--- src/rtl/demux_sched_ctrl_pkg.sv ---
// demux_sched_pkg: shared state encodings and default sizes for the demux scheduler
package demux_sched_pkg;
  localparam int DATA_W_DEF = 4;
  localparam int CREDITS_DEF = 4;
  typedef enum logic [1:0] {INIT = 2'd0, IDLE = 2'd1, ACTIVE = 2'd2} state_t;
endpackage

--- src/rtl/demux_sched_ctrl_if.sv ---
// demux_sched_ctrl_if: requester handshakes, credit returns and demux-side bus
interface demux_sched_ctrl_if
  import demux_sched_pkg::*;
#(parameter int DATA_W = DATA_W_DEF);
  logic              enable;
  logic              req_valid0, req_valid1;
  logic [DATA_W-1:0] req_data0, req_data1;
  logic              req_dest0, req_dest1;
  logic              credit_ret0, credit_ret1;
  logic              grant0, grant1;
  logic              valid_in;
  logic [DATA_W-1:0] data_in;
  logic              sel;
  modport master (
    output enable, req_valid0, req_data0, req_dest0, req_valid1, req_data1, req_dest1,
           credit_ret0, credit_ret1,
    input  grant0, grant1, valid_in, data_in, sel
  );
  modport slave (
    input  enable, req_valid0, req_data0, req_dest0, req_valid1, req_data1, req_dest1,
           credit_ret0, credit_ret1,
    output grant0, grant1, valid_in, data_in, sel
  );
endinterface

--- src/rtl/demux_sched_ctrl_arb.sv ---
// rr_arb2: two-way round-robin arbiter; pointer remembers the last granted requester
module rr_arb2 (
  input  logic       clk,
  input  logic       reset,
  input  logic [1:0] req,
  output logic [1:0] grant
);
  logic ptr;
  always_comb grant = &req ? (ptr ? 2'b01 : 2'b10) : req;
  always_ff @(posedge clk) begin
    if (reset) ptr <= 1'b1;
    else if (|grant) ptr <= grant[1];
  end
endmodule

--- src/rtl/demux_sched_ctrl.sv ---
// demux_sched_ctrl: credit-based round-robin scheduler feeding a valid/data/sel demux
module demux_sched_ctrl
  import demux_sched_pkg::*;
#(
  parameter int DATA_W  = DATA_W_DEF,
  parameter int CREDITS = CREDITS_DEF,
  parameter int CW      = $clog2(CREDITS + 1)
) (
  input  logic                clk,
  input  logic                reset,
  demux_sched_ctrl_if.slave   bus,
  output logic [CW-1:0]       credits0,
  output logic [CW-1:0]       credits1,
  output logic [1:0]          state,
  output logic                credit_err
);
  state_t st, st_nx;
  logic go;
  logic [1:0] el, gnt, cons, ret, sat;
  logic [1:0][CW-1:0] cred;
  always_ff @(posedge clk) begin
    if (reset) st <= INIT;
    else st <= st_nx;
  end
  always_comb st_nx = (st == INIT) ? IDLE : (bus.enable ? ACTIVE : IDLE);
  always_comb begin
    go = (st == ACTIVE) && bus.enable && !reset;
    state = st;
    credits0 = cred[0];
    credits1 = cred[1];
    bus.grant0 = gnt[0];
    bus.grant1 = gnt[1];
  end
  // eligibility looks only at registered credit counts
  always_comb begin
    el[0] = go && bus.req_valid0 && (cred[bus.req_dest0] != '0);
    el[1] = go && bus.req_valid1 && (cred[bus.req_dest1] != '0);
    ret = {bus.credit_ret1, bus.credit_ret0};
    for (int i = 0; i < 2; i++) begin
      cons[i] = (gnt[0] && bus.req_dest0 == 1'(i)) || (gnt[1] && bus.req_dest1 == 1'(i));
      sat[i] = cred[i] == CW'(CREDITS);
    end
  end
  rr_arb2 u_arb (.clk(clk), .reset(reset), .req(el), .grant(gnt));
  always_ff @(posedge clk) begin
    if (reset) begin
      cred <= '0;
      credit_err <= 1'b0;
    end else if (st == INIT) begin
      cred <= {2{CW'(CREDITS)}};
    end else begin
      for (int i = 0; i < 2; i++) begin
        if (cons[i] && !ret[i]) cred[i] <= cred[i] - CW'(1);
        else if (ret[i] && !cons[i] && !sat[i]) cred[i] <= cred[i] + CW'(1);
      end
      if (|(ret & ~cons & sat)) credit_err <= 1'b1;
    end
  end
  always_ff @(posedge clk) begin
    if (reset) begin
      bus.valid_in <= 1'b0;
      bus.data_in <= '0;
      bus.sel <= 1'b0;
    end else begin
      bus.valid_in <= |gnt;
      if (|gnt) begin
        bus.data_in <= gnt[0] ? bus.req_data0 : bus.req_data1;
        bus.sel <= gnt[0] ? bus.req_dest0 : bus.req_dest1;
      end
    end
  end
endmodule
--- src/flat_wrapper.sv ---
// flat-port wrapper written by rule: the top's interface ports become plain ports
module demux_sched_ctrl_flat import demux_sched_pkg::*;
#(
  parameter int DATA_W  = DATA_W_DEF,
  parameter int CREDITS = CREDITS_DEF,
  parameter int CW      = $clog2(CREDITS + 1)
)
  (clk, reset, credits0, credits1, state, credit_err, bus_enable, bus_req_valid0, bus_req_data0, bus_req_dest0, bus_req_valid1, bus_req_data1, bus_req_dest1, bus_credit_ret0, bus_credit_ret1, bus_grant0, bus_grant1, bus_valid_in, bus_data_in, bus_sel);
  demux_sched_ctrl_if #(.DATA_W(DATA_W)) bus_i ();
  input  logic clk;
  input  logic reset;
  output logic [CW-1:0] credits0;
  output logic [CW-1:0] credits1;
  output logic [1:0] state;
  output logic credit_err;
  input wire logic [$bits(bus_i.enable)-1:0] bus_enable;
  input wire logic [$bits(bus_i.req_valid0)-1:0] bus_req_valid0;
  input wire logic [$bits(bus_i.req_data0)-1:0] bus_req_data0;
  input wire logic [$bits(bus_i.req_dest0)-1:0] bus_req_dest0;
  input wire logic [$bits(bus_i.req_valid1)-1:0] bus_req_valid1;
  input wire logic [$bits(bus_i.req_data1)-1:0] bus_req_data1;
  input wire logic [$bits(bus_i.req_dest1)-1:0] bus_req_dest1;
  input wire logic [$bits(bus_i.credit_ret0)-1:0] bus_credit_ret0;
  input wire logic [$bits(bus_i.credit_ret1)-1:0] bus_credit_ret1;
  output wire logic [$bits(bus_i.grant0)-1:0] bus_grant0;
  output wire logic [$bits(bus_i.grant1)-1:0] bus_grant1;
  output wire logic [$bits(bus_i.valid_in)-1:0] bus_valid_in;
  output wire logic [$bits(bus_i.data_in)-1:0] bus_data_in;
  output wire logic [$bits(bus_i.sel)-1:0] bus_sel;
  assign bus_i.enable = bus_enable;
  assign bus_i.req_valid0 = bus_req_valid0;
  assign bus_i.req_data0 = bus_req_data0;
  assign bus_i.req_dest0 = bus_req_dest0;
  assign bus_i.req_valid1 = bus_req_valid1;
  assign bus_i.req_data1 = bus_req_data1;
  assign bus_i.req_dest1 = bus_req_dest1;
  assign bus_i.credit_ret0 = bus_credit_ret0;
  assign bus_i.credit_ret1 = bus_credit_ret1;
  assign bus_grant0 = bus_i.grant0;
  assign bus_grant1 = bus_i.grant1;
  assign bus_valid_in = bus_i.valid_in;
  assign bus_data_in = bus_i.data_in;
  assign bus_sel = bus_i.sel;
  demux_sched_ctrl #(.DATA_W(DATA_W), .CREDITS(CREDITS), .CW(CW)) u_core (.clk(clk), .reset(reset), .bus(bus_i), .credits0(credits0), .credits1(credits1), .state(state), .credit_err(credit_err));
endmodule
--- config.mk ---
export PLATFORM = sky130hd
export DESIGN_NAME = demux_sched_ctrl_flat
export DESIGN_NICKNAME = d
export VERILOG_FILES = /design/src/rtl/demux_sched_ctrl_pkg.sv /design/src/rtl/demux_sched_ctrl_if.sv /design/src/rtl/demux_sched_ctrl_arb.sv /design/src/rtl/demux_sched_ctrl.sv /design/src/flat_wrapper.sv
export SDC_FILE = /design/constraint.sdc
export NUM_CORES = 1
export LEC_CHECK = 0
export CELL_PAD_IN_SITES_DETAIL_PLACEMENT = 0
export CELL_PAD_IN_SITES_GLOBAL_PLACEMENT = 1
export CORE_ASPECT_RATIO = 1.5
export CORE_MARGIN = 4
export CORE_UTILIZATION = 35
export CTS_BUF_LIST = sky130_fd_sc_hd__clkbuf_2
export DETAILED_ROUTE_END_ITERATION = 10
export HOLD_SLACK_MARGIN = 0.12
export PLACE_DENSITY_LB_ADDON = 0.1
export SYNTH_ARGS = -nofsm -noshare
export SYNTH_HDL_FRONTEND = slang
export SYNTH_SLANG_ARGS = --single-unit
--- constraint.sdc ---
create_clock -name clk -period 4.3 [get_ports clk]
set_clock_uncertainty 0.15 [all_clocks]
set_input_delay 0.645 -clock clk [delete_from_list [all_inputs] [get_ports clk]]
set_output_delay 0.645 -clock clk [all_outputs]
set_load 0.02 [all_outputs]
After elaboration in Yosys (flattened, before gate mapping)
Cells that the tools add are included.
Widths: inputs -> output; s select.

word-level totals
  input port bits = 17
  register bits = 16

cells by class
  bitwise gates (word level) = 6
  reduce and logical (&&, ||, !) cells = 37
  magnitude comparators = 2
  mux-type cells = 15
  add/sub/neg operators = 4
  equality and inequality tests = 3

operators with widths
  kind                 number
  $mux 3               8
  $logic_and 1x1->1    16
  $reduce_bool 3->1    4
  $logic_not 1->1      7
  $add 3x1->3 const B  2
  $eq 3x3->1 const B   2
  $mux 2               3
  $mux 6               1
  $reduce_or 2->1      3
  $sub 3x1->3 const B  2
  $and 2x2->2          2
  $lt 1x2->1 const B   2
  $mux 4               1
  $reduce_and 2->1     2
  $reduce_bool 2->1    2
  $not 1->1            3
  $eq 2x2->1 const B   1
  $logic_not 2->1      1
  $logic_or 1x1->1     2
  $mux 1               2
  $not 2->2            1

Logic depth before layout (Yosys ltp)
  word-level depth = 15
  depth in mapped cells = 12
  depth with buffers taken out = 11

Modules after synthesis
A second synthesis with hierarchy kept.

second synthesis, totals
  cell total of the unflattened synthesis = 111
  area, all modules = 962.2 µm²

by module, submodules not included
  module            cells an instance  area each (µm²)  times used
  demux_sched_ctrl  104                907.1            1
  rr_arb2           7                  55.1             1

Least setup slack after synthesis
No wires, ideal clock.

  path kind = input to register
  start point = input port reset
  end point = register u_core.cred (netlist bit u_core.credits1[2])
  path slack = 1.208 ns
  path buffers = 1
  data arrival time = 2.846 ns
  cell stages on the path = 12
  library setup time = 0.095 ns
  required time = 4.055 ns
  cell sequence = buf_6 > nand4bb_4 > a2111oi_4 > o22ai_2 > nand2_2 > nor2_1 > xor2_1 > ha_1 > nor3_1 > nor2_1 > mux2_2 > a221oi_1

on the way
  cells in the longest elaborated chain, start to end = 12
  elaborated cells between the ends (all ways) = 18
  those cells by class = mux (3); reduce/logical (15)

RTL lines
  what                                                      RTL line                                        text
  from (decl)                                               flat_wrapper.sv:11                              input logic reset;
  $logic_not 1->1                                           demux_sched_ctrl.sv:27                          go = (st == ACTIVE) && bus.enable && !reset;
  $logic_and 1x1->1                                         demux_sched_ctrl.sv:27
  $logic_and 1x1->1, on equally long branches (2 in a row)  demux_sched_ctrl.sv:36, demux_sched_ctrl.sv:37
  $reduce_and 2->1                                          demux_sched_ctrl_arb.sv:9                       always_comb grant = &req ? (ptr ? 2'b01 : 2'b10) : req;
  $mux 2                                                    demux_sched_ctrl_arb.sv:9
  $logic_and 1x1->1                                         demux_sched_ctrl.sv:40                          cons[i] = (gnt[0] && bus.req_dest0 == 1'(i)) || (gnt[1] && bus.req_dest1 == 1'(i));
  $logic_or 1x1->1                                          demux_sched_ctrl.sv:40
  $logic_not 1->1                                           demux_sched_ctrl.sv:54                          else if (ret[i] && !cons[i] && !sat[i]) cred[i] <= cred[i] + CW'(1);
  $logic_and 1x1->1 (2 in a row)                            demux_sched_ctrl.sv:54
  $reduce_bool 3->1 (no source line)                        n/a
  to (signal assigned)                                      demux_sched_ctrl.sv:50                          cred <= {2{CW'(CREDITS)}};
  to (signal, indexed assignment)                           demux_sched_ctrl.sv:53                          if (cons[i] && !ret[i]) cred[i] <= cred[i] - CW'(1);
  to (signal, indexed assignment)                           demux_sched_ctrl.sv:54
  to (decl)                                                 demux_sched_ctrl.sv:20                          logic [1:0][CW-1:0] cred;

Parallel ways exist; a longest one is shown, timed or not.
A chain may end at the register's enable or synchronous reset.

Final worst setup path
  start point = input port reset
  end point = output port bus_grant0

on the way
  cells in the longest elaborated chain, start to end = 6
  elaborated cells between the ends (all ways) = 8
  those cells by class = mux (1); reduce/logical (7)

RTL lines
  what                                                      RTL line                                        text
  $logic_not 1->1 (*)                                       demux_sched_ctrl.sv:27
  $logic_and 1x1->1 (*)                                     demux_sched_ctrl.sv:27
  $logic_and 1x1->1, on equally long branches (2 in a row)  demux_sched_ctrl.sv:36, demux_sched_ctrl.sv:37
  $reduce_and 2->1                                          demux_sched_ctrl_arb.sv:9
  $mux 2 (*)                                                demux_sched_ctrl_arb.sv:9
  to (decl)                                                 flat_wrapper.sv:25                              output wire logic [$bits(bus_i.grant0)-1:0] bus_grant0;

Every way passes the cells marked *; elsewhere a longest branch is shown, timed or not.

==> run summary <==
sequential cell area: 320 um2
fillers: 298
Worst Slack Setup Final: 0.670 ns
Max Clk Rate: 275 MHz
postcts setup bufs: 0
post-CTS sizing: 0
maximum root-to-sink buffer count: 2
kind of critical path: in -> out
Die Y: 77.3 um
dpl cells: 189
VDD IR max: 0.174 mV
Antenna diodes: 0
Cell Count, Final, Fillers Out: 193
Ports: 34
drt drc: 0
grt total ovfl: 0
post-synth top area share: 28.6%
post-place setup slack: 0.394 ns
number of global-route vias before repair: 1010
H-tree levels: 1
leading area contributor after synthesis: dfxtp_1
Avg WL per Cell: 14.5 um
Fin Setup TNS: 0 ns
Cells after Synth: 122
worst endpoint required time: 3.50 ns
Primary FF master, synth: dfxtp_1
Final Cycle Share: 84.4%
Initial Util: 37.3%
Synth cell types: 44
worst endpoint data arrival time: 2.83 ns
RSZ-0062 raised after global routing: false
GPL Wtd Cong: 0.726
All-Layer GR Usage: 14.5%
Mapped Nets: 141
Die Wd: 54.2 um
DP Area: 1460 um2
number of port buffers: 33
NumNets Final: 174
crit path capture type: output pin
Avg Cell Area, Syn: 9.18 um2
Slew HR: 61.7%
first-pass GRT wire length: 4.59 mm
CTS Sinks: 16
initial antenna violation count: 0
Worst Tran Pin Value: 0.572 ns
status: completed
post-detailed-route count of antenna-violating nets: 0
hold crit path type: reg -> reg
drt first pass iters: 4
root buffer cell: clkbuf_2
CTS tree: yes
max cap viols: 0
Core Region: 3000 um2
WL final: 2.80 mm
FP Rows: 24
final setup vio count: 0
CP Max Fanout: 8
Avg Vias per Cell: 5.39
pwr/cell area: 222 nW/um2
design area: 1480 um2
die footprint: 4190 um2
Post-synth EDFFs: 0
top-count cell post-synth: a21oi_1
Iteration-0 DRC Markers: 18
startpoint types: input port
Leak: 0.510 nW
hold buffers post-CTS: 0
largest net degree at the start of global routing: 11
synth warn: 0
Final Max Tran Viols: 0
total power: 0.329 mW
CTS Buf Count: 3
final-report hold violation count: 0
Clk pin slew, worst setup/hold paths: 0.17 ns
Synth area leaders: dfxtp_1 29%, a21oi_1 7.6%, a2111oi_4 4.9%
crit path time final: 3.63 ns
register area share after synthesis: 28.6%
via count: 1040
register bit total from synthesis: 16
dpl hpwl: 2.19 mm
top cells by count, synth: 17 x a21oi_1, 16 x dfxtp_1, 9 x nor2_1, 7 x inv_1, 7 x nand2_1
ratio of cells with drive above 1 in the final layout: 11.0%
synthesized area: 1120 um2
area of the multi-input gates: 737 um2
area grow syn2layout: 32.3%
worst-skew pair later-pin latency: 0.33 ns
Post-synth ARST share: 0%
[final timing paths]
path | start | end | slack, ns | depth (start not counted)
max | reset | bus_grant0 | 0.67 | 5
min | u_core.bus.sel | u_core.bus.sel | 0.33 | 2
min reg2reg | u_core.bus.sel | u_core.bus.sel | 0.33 | 2
max reg2reg | u_core.credits1[1] | u_core.credits1[2] | 1.19 | 11
[layout by cell type (no fill, tap or decap), types with 2 or more instances in the layout]
master	Yosys	final
o21ai_0	5	5
nor4_1	2	2
a21boi_0	2	2
nand2b_1	5	5
a221oi_1	2	2
dfxtp_1	16	16
a2111oi_4	2	2
clkdlybuf4s50_1	0	33
and2_1	2	2
clkbuf_2	0	3
nand2_1	7	7
inv_1	7	7
nor2_1	9	9
o211ai_1	2	2
nor3_1	4	4
mux2i_1	5	5
a21oi_1	17	17
nand3_1	5	5
[final cells by class]
class / count / area share (%)
timing repair buffer: 33 / 22.3
clock inverter: 1 / 0.253
tap: 39 / 3.29
clock buffer: 3 / 1.01
sequential: 16 / 21.6
multi-input combinational: 94 / 49.7
inverter: 7 / 1.77
[critical path, stage by stage]
cell and delay [ns]:
clkdlybuf4s50_1 0.55, nor3_1 0.47, nand3_1 0.19, nor2_2 0.31, clkdlybuf4s50_1 0.67
[registers in the layout, summed over array words and instances (netlist names)]
| register | flops |
|---|---|
| u_core.credit_err | 1 |
| u_core.state | 2 |
| u_core.credits0 | 3 |
| u_core.credits1 | 3 |
| u_core.bus.data_in | 4 |
| u_core.bus.sel | 1 |
| u_core.u_arb.ptr | 1 |
| u_core.bus.valid_in | 1 |
[where the power goes]
group / internal, mW / switching [mW] / leakage [nW]
sequential: 0.154 / 0.00993 / 0.131
clock: 0.0202 / 0.0576 / 0.0140
combinational: 0.0439 / 0.0429 / 0.366
total: 0.219 / 0.110 / 0.510
[cells by family after synthesis]
kind of cell             count (synthesis)  share of synthesized area [%]
AO/OA/AOI/OAI                           41                           31.2
XOR/XNOR                                 2                           1.56
adder cells (fa/ha/maj)                  2                           2.90
buffers and inverters                   12                           5.59
flip-flops                              16                           28.6
multiplexers                             6                           5.47
AND/OR/NAND/NOR                         43                           24.7
[stage by stage]
stage               utilization [%]  hold WS [ns]
finish                         49.3         0.330
global route                   49.3         0.392
CTS                            49.3         0.346
detailed placement             48.7         0.309
global placement               48.7         0.326
floorplan                         -         0.342
[per-layer routing]
metal  GRT usage (%)  share of wire (%)  wire length, um
met5               0                  0                0
met4            5.49                1.3               37
met3            3.49                5.9              165
met2            23.7                 52             1440
met1            17.4                 41             1150
Note: power is estimated with default switching activity, not from simulation.
